$ cat config.mk
export PLATFORM = sky130hd
export DESIGN_NAME = ifft_seq_ctrl
export DESIGN_NICKNAME = d
export VERILOG_FILES = /design/src/rtl/ifft_seq_ctrl.sv
export SDC_FILE = /design/constraint.sdc
export NUM_CORES = 1
export LEC_CHECK = 0
export ABC_AREA = 1
export ABC_CLOCK_PERIOD_IN_PS = 1500
export CORE_MARGIN = 1
export CORE_UTILIZATION = 49
export CTS_CLUSTER_DIAMETER = 30
export CTS_CLUSTER_SIZE = 20
export DETAILED_ROUTE_END_ITERATION = 10
export PLACE_DENSITY_LB_ADDON = 0.12
export SYNTH_ARGS = -nofsm -noshare
export SYNTH_HDL_FRONTEND = slang
export SYNTH_SLANG_ARGS = --single-unit
$ cat constraint.sdc
create_clock -name clk -period 1.5 [get_ports clk]
set_input_delay 0.15 -clock clk [delete_from_list [all_inputs] [get_ports clk]]
set_output_delay 0.15 -clock clk [all_outputs]
set_load 0.01 [all_outputs]
$ cat src/rtl/ifft_seq_ctrl.sv
// Sequencer for the 16-point radix-2 IFFT: bit-reversed load, 4x8 butterfly issue, natural-order unload.
// Optional IFFT_OVERRUN_EN adds a sticky 'overrun' flag for in_valid seen while the core is busy computing/unloading.
module ifft_seq_ctrl #(
  parameter int NUM_STAGES     = 4,
  parameter int BFLY_PER_STAGE = 8,
  parameter int BFLY_LAT       = 2
) (
  input  logic       clk,
  input  logic       rst,
  input  logic       in_valid,
  output logic       in_ready,
  output logic       wr_en,
  output logic [3:0] wr_addr,
  output logic       bfly_en,
  output logic [1:0] stage,
  output logic [2:0] bfly_idx,
  output logic       bfly_wb_en,
  output logic       out_valid,
  input  logic       out_ready,
  output logic [3:0] rd_addr,
  output logic       out_last,
  output logic       busy,
  output logic       frame_done
`ifdef IFFT_OVERRUN_EN
  ,
  output logic       overrun
`endif
);

  typedef enum logic [2:0] {IDLE, LOAD, COMPUTE, DRAIN, UNLOAD} state_t;

  state_t              state, state_nxt;
  logic [3:0]          load_cnt, load_cnt_nxt;
  logic [3:0]          out_cnt, out_cnt_nxt;
  logic [2:0]          bfly_cnt, bfly_cnt_nxt;
  logic [2:0]          drain_cnt, drain_cnt_nxt;
  logic [1:0]          stage_cnt, stage_cnt_nxt;
  logic                done_q, done_nxt;
  logic [BFLY_LAT-1:0] wb_sr;

  always_ff @(posedge clk or negedge rst) begin
    if (!rst) begin
      state     <= IDLE;
      load_cnt  <= '0;
      out_cnt   <= '0;
      bfly_cnt  <= '0;
      drain_cnt <= '0;
      stage_cnt <= '0;
      done_q    <= 1'b0;
      wb_sr     <= '0;
    end else begin
      state     <= state_nxt;
      load_cnt  <= load_cnt_nxt;
      out_cnt   <= out_cnt_nxt;
      bfly_cnt  <= bfly_cnt_nxt;
      drain_cnt <= drain_cnt_nxt;
      stage_cnt <= stage_cnt_nxt;
      done_q    <= done_nxt;
      // Write-back strobe is a pure delay of the issue strobe, independent of state.
      wb_sr     <= BFLY_LAT'({wb_sr, bfly_en});
    end
  end

  always_comb begin
    state_nxt     = state;
    load_cnt_nxt  = load_cnt;
    out_cnt_nxt   = out_cnt;
    bfly_cnt_nxt  = bfly_cnt;
    drain_cnt_nxt = drain_cnt;
    stage_cnt_nxt = stage_cnt;
    done_nxt      = 1'b0;
    in_ready      = 1'b0;
    wr_en         = 1'b0;
    bfly_en       = 1'b0;
    out_valid     = 1'b0;
    out_last      = 1'b0;
    rd_addr       = '0;
    wr_addr       = {load_cnt[0], load_cnt[1], load_cnt[2], load_cnt[3]};
    stage         = stage_cnt;
    bfly_idx      = bfly_cnt;
    busy          = (state != IDLE);
    frame_done    = done_q;
    bfly_wb_en    = wb_sr[BFLY_LAT-1];

    case (state)
      IDLE: begin
        if (in_valid) state_nxt = LOAD;
      end
      LOAD: begin
        in_ready = 1'b1;
        wr_en    = in_valid;
        if (in_valid) begin
          load_cnt_nxt = load_cnt + 4'd1;
          if (load_cnt == 4'hF) state_nxt = COMPUTE;
        end
      end
      COMPUTE: begin
        bfly_en      = 1'b1;
        bfly_cnt_nxt = bfly_cnt + 3'd1;
        if (bfly_cnt == 3'(BFLY_PER_STAGE - 1)) begin
          bfly_cnt_nxt = '0;
          state_nxt    = DRAIN;
        end
      end
      DRAIN: begin
        if (drain_cnt == 3'(BFLY_LAT - 1)) begin
          drain_cnt_nxt = '0;
          if (stage_cnt == 2'(NUM_STAGES - 1)) begin
            stage_cnt_nxt = '0;
            state_nxt     = UNLOAD;
          end else begin
            stage_cnt_nxt = stage_cnt + 2'd1;
            state_nxt     = COMPUTE;
          end
        end else begin
          drain_cnt_nxt = drain_cnt + 3'd1;
        end
      end
      UNLOAD: begin
        out_valid = 1'b1;
        rd_addr   = out_cnt;
        out_last  = (out_cnt == 4'hF);
        if (out_ready) begin
          out_cnt_nxt = out_cnt + 4'd1;
          if (out_cnt == 4'hF) begin
            state_nxt = IDLE;
            done_nxt  = 1'b1;
          end
        end
      end
      default: state_nxt = IDLE;
    endcase
  end

`ifdef IFFT_OVERRUN_EN
  always_ff @(posedge clk or negedge rst) begin
    if (!rst) begin
      overrun <= 1'b0;
    end else if (state == IDLE && state_nxt == LOAD) begin
      overrun <= 1'b0;
    end else if (in_valid && (state inside {COMPUTE, DRAIN, UNLOAD})) begin
      overrun <= 1'b1;
    end
  end
`endif

endmodule

==> flow_summary.ini, run 1 <==
[critical_path]
critPathMaxStageDelay_ps = 470
criticalPathCategory = register to output port
start_kind = register
critPathArrivalTime_ps = 1290
endpoint_kind = output port
worst-endpoint-required_ps = 1350
cp_slowest_cell = dfrtp_2
path_cells = buf_4, nand2_2, inv_2, buf_4, buf_2
crit_buf_inv = 4
cp_top_family = flip-flops
cpMostUsedCell = buf_4
rr_worst_depth = 8
crit_fanout = 4
worst-path-stages = 5

[routing]
ant_nets = 0
detail_route.wl_per_cell_um = 11.54
first_pass_iters = 4
viasPerCell = 4.856
vias = 1015
drt_wl_total_mm = 2.412
drc = 0
dr.first_iter.drc_count = 8

[outcome]
outcome = finished clean

[placed_design]
post_dp_cell_area_um2 = 1509
place_ws_ps = -35.21
dp_cells = 196
gp_congestion = 0.8144
io_buffers = 24
hpwl_mm = 1.727

[clock_tree]
clock_latency_ps = 310
clkTransAtPathRegs_ps = 120
cts_sinks = 22
cts_made_buffers = 3
cts_tree = built
cts.path.max_buffers = 2
cts_htree_levels = 1
root_buffer = clkbuf_4

[timing]
tightest_slew_ps = 283.7
report.final.slew_viol_count = 0
timing.final.hold_violations = 0
final.setup.worst_slack_ps = 57.28
rsz0062_at_grt = yes
fin_crit_sh = 0.9618
max_freq_mhz = 693.1
timing.setup.tns_ps = 0
setup_viol_count_final = 0
fin_worst_skew_ps = 3.951
relSlewSlack = 0.8108
whs_ps = 176.5
period_minus_slack_ps = 1443

[yosys]
syn_area_um2 = 1140
ys_ff_latch = 22
synth.yosys.seq_area_share = 0.4830
yosys_warnings = 0
syn-num-nets = 140
synthDistinctLibCells = 22
avgSynthCellArea_um2 = 8.701
syn_inst = 131

[floorplan]
die_w_um = 50.23
core_um2 = 2212
fp-row-count = 17
io_pins = 25
initial_core_util = 0.5153
die_area_um2 = 2523
die_y_um = 50.23

[layout]
antenna_cells = 0
mostFrequentLayoutCell = nand2_1
fin_area_um2 = 1614
fin_nets = 191
final_core_util = 0.7296
final_cell_mix = nand2_1 (23), buf_4 (22), dfrtp_1 (19)
area_delta_synth_final_pct = 41.60
drive_above_1_share = 0.3702
fin_cells = 209

[global_route]
grt_pass1_wl_mm = 3.995
grt_usage = 0.2117
grt-ovfl-total = 0
antenna_found_initial = 0
grt_pass1_vias = 991
grt_max_degree = 23

[power_and_ir_drop]
peakVddDrop_mv = 1.050
power_mw = 3.195
p_per_area_nw_per_um2 = 1980
leakage_nw = 0.8341

[min_path]
hold_class = input pin to asynchronous set/reset pin

[run]
maxCapViolCount = 0
==> power by group <==
part / leakage, nW / switching, mW / internal [mW]
combinational: 0.542 / 0.868 / 0.919
sequential: 0.271 / 0.243 / 0.838
clock: 0.0210 / 0.179 / 0.148
total: 0.834 / 1.29 / 1.91
==> timing repair <==
action	4_1_cts	5_1_grt
gates resized for setup	33	23
pin swaps	1	2
buffers inserted	5	4
setup endpoints to repair	10	15
hold buffers	0	0
==> routing by layer <==
layer	GRT usage	wire, um	up-vias
li1	-	-	508
met1	0.2437	1049	485
met2	0.3889	1280	17
met3	0.02727	60	5
met4	0.08571	23	0
met5	0	0	-
==> cells in the mapped netlist <==
library cell,count,area share
nor3_1,2,0.0088
o21ai_1,1,0.0044
o21ai_0,2,0.0088
buf_6,1,0.0099
nand3_1,14,0.061
inv_2,4,0.013
nand2_2,4,0.022
o21a_1,1,0.0066
nor2_4,3,0.030
nor2_2,3,0.016
nand3b_1,1,0.0066
ha_1,5,0.055
xnor2_1,1,0.0077
nand2_1,26,0.086
o21ai_2,1,0.0077
inv_1,14,0.046
nand2_4,1,0.0099
xor2_1,7,0.054
a21oi_1,1,0.0044
a21boi_0,1,0.0066
nor2_1,16,0.053
dfrtp_1,22,0.48
==> logic make-up after synthesis <==
kind of cell / Yosys count / synth area share
flops: 22 / 0.4830
fa+ha+maj: 5 / 0.05488
xor+xnor: 8 / 0.06147
buf+inv: 19 / 0.06915
simple gates: 70 / 0.2931
compound gates: 7 / 0.03842
==> layout make-up <==
cell class	instances	area, um2
fillers	174	598.1
clock buffers	4	36.28
multi-input cells	90	548.0
well taps	28	35.03
inverters	18	67.56
repair buffers	47	372.9
flip-flops and latches	22	554.3
==> registers in the layout (all words and copies together) (netlist names) <==
signal and cells:
drain_cnt 3, state 3, out_cnt 4, stage 2, frame_done 1, load_cnt 4
wb_sr 2, bfly_idx 3
==> final timing paths <==
| check | startpoint | end | slack, ps |
|---|---|---|---|
| setup / recovery | state[0] | in_ready | 60 |
| hold / removal | rst | bfly_idx[0] | 180 |
| max in group asynchronous | rst | state[1] | 1080 |
| setup reg to reg | bfly_idx[0] | state[1] | 80 |
| min in group clk | wb_sr[0] | wb_sr[1] | 370 |
| hold reg to reg | wb_sr[0] | wb_sr[1] | 370 |
No activity file was read; power rests on OpenSTA's default activity.
==> run 2: changes to the inputs <==
Settings changed: GPL_TIMING_DRIVEN set to 0, HOLD_SLACK_MARGIN set to 0.12.
==> run 2 against run 1 <==
Compared with the run above:
- register-to-register slack worse by 40 ps
- flip-flop and latch count stayed put
- design area is 0.85% higher
- combinational power barely moved
- worst setup slack worse by 54 ps
- critical path type unchanged
- critical endpoint is now rd_addr[3]
==> flow_summary.ini, run 2 (synthesis gave the netlist of run 1 again) <==
[outcome]
outcome = finished clean

[layout]
fin_area_um2 = 1628
area_delta_synth_final_pct = 42.81
multi_input_area_um2 = 563.0
reg_top3 = load_cnt (4), out_cnt (4)
ff_latch_area_um2 = 554.3
mostFrequentLayoutCell = nand2_1
fill_cells = 163
antenna_cells = 0
drive_above_1_share = 0.3506
fin_nets = 184
final_cell_mix = nand2_1 (23), dfrtp_1 (19), nor2_1 (13), clkdlybuf4s50_1 (13), inv_1 (12)

[floorplan]
io_pins = 25
die_area_um2 = 2523
die_y_um = 50.23
die_w_um = 50.23
fp-row-count = 17
core_um2 = 2212
initial_core_util = 0.5153

[timing]
setup_viol_count_final = 0
final.setup.worst_slack_ps = 2.955
timing.setup.tns_ps = 0
report.final.slew_viol_count = 0
tightest_slew_ps = 997.2
whs_ps = 364.6
relSlewSlack = 0.3331
fin_worst_skew_ps = 12.81
fin_crit_sh = 0.9980
period_minus_slack_ps = 1497
max_freq_mhz = 668.0
timing.final.hold_violations = 0
rsz0062_at_grt = yes

[power_and_ir_drop]
p_per_area_nw_per_um2 = 2009
power_mw = 3.271
leakage_nw = 0.8302
peakVddDrop_mv = 1.450

[clock_tree]
cts_made_buffers = 3
clkTransAtPathRegs_ps = 130
clock_latency_ps = 310
cts.path.max_buffers = 2
cts_sinks = 22
root_buffer = clkbuf_4
cts_hold_buf = 0
cts_tree = built
cts_htree_levels = 1

[routing]
detail_route.wl_per_cell_um = 12.47
dr.first_iter.drc_count = 11
ant_nets = 0
drc = 0
first_pass_iters = 4
drt_wl_total_mm = 2.519
viasPerCell = 4.896
vias = 989

[global_route]
grt_pass1_vias = 989
grt_pass1_wl_mm = 4.084
grt_usage = 0.2155
grt-ovfl-total = 0
grt_max_degree = 23
antenna_found_initial = 0

[min_path]
hold_class = register to register

[critical_path]
endpoint_kind = output port
critPathArrivalTime_ps = 1350
crit_fanout = 7
worst-endpoint-required_ps = 1350
criticalPathCategory = register to output port
start_kind = register

[run]
maxCapViolCount = 0

[placed_design]
hpwl_mm = 1.578
io_buffers = 24
post_dp_cell_area_um2 = 1415
gp_congestion = 0.7746
place_ws_ps = -136.9
## run 2: area by class of cell
type | count | share of cell area
repair buffers | 39 | 0.2098
clock inverters | 1 | 0.01845
multi-input cells | 90 | 0.3459
well taps | 28 | 0.02152
flip-flops and latches | 22 | 0.3405
plain buffers | 1 | 0.006918
inverters | 18 | 0.04304
clock buffers | 3 | 0.01384
## run 2: critical path: stages (launching register included)
cell     delay [ps]
dfrtp_2         430
buf_6           120
nor2_4          130
nand2_4         110
nor2_1          100
buf_2           140
## run 2: per-stage QoR
| stage | util | cells |
|---|---|---|
| finish | 0.7359 | 202 |
| global route | 0.7359 | 202 |
| CTS | 0.7014 | 198 |
| detailed placement | 0.6397 | 183 |
| global placement | 0.6397 | 183 |
| floorplan | - | 131 |
## run 2: timing repair
action | in CTS | in global routing
setup buffers | 11 | 4
setup endpoints to repair | 10 | 15
resized for setup | 47 | 18
pin swaps | 4 | 5
## run 2: path summary, 6_finish.rpt
check                         start           to  slack, ps  depth (start not counted)
min reg2reg                wb_sr[0]     wb_sr[1]        360                          0
min in group asynchronous       rst     wb_sr[1]        370                          1
max reg2reg                state[0]     state[2]         40                          9
max in group asynchronous       rst  load_cnt[2]        470                          1
max                        state[0]   rd_addr[3]          3                          5
min                        wb_sr[0]     wb_sr[1]        360                          0
## run 2: report_power, final
group	internal (mW)	switching, mW
Clock	0.270	0.186
Sequential	0.837	0.214
Combinational	0.847	0.916
## run 2: routing by layer
metal / wire (um) / track usage
met1: 1081 / 0.2534
met2: 1361 / 0.3956
met3: 67 / 0.05455
met4: 9 / 0.03333
met5: 0 / 0
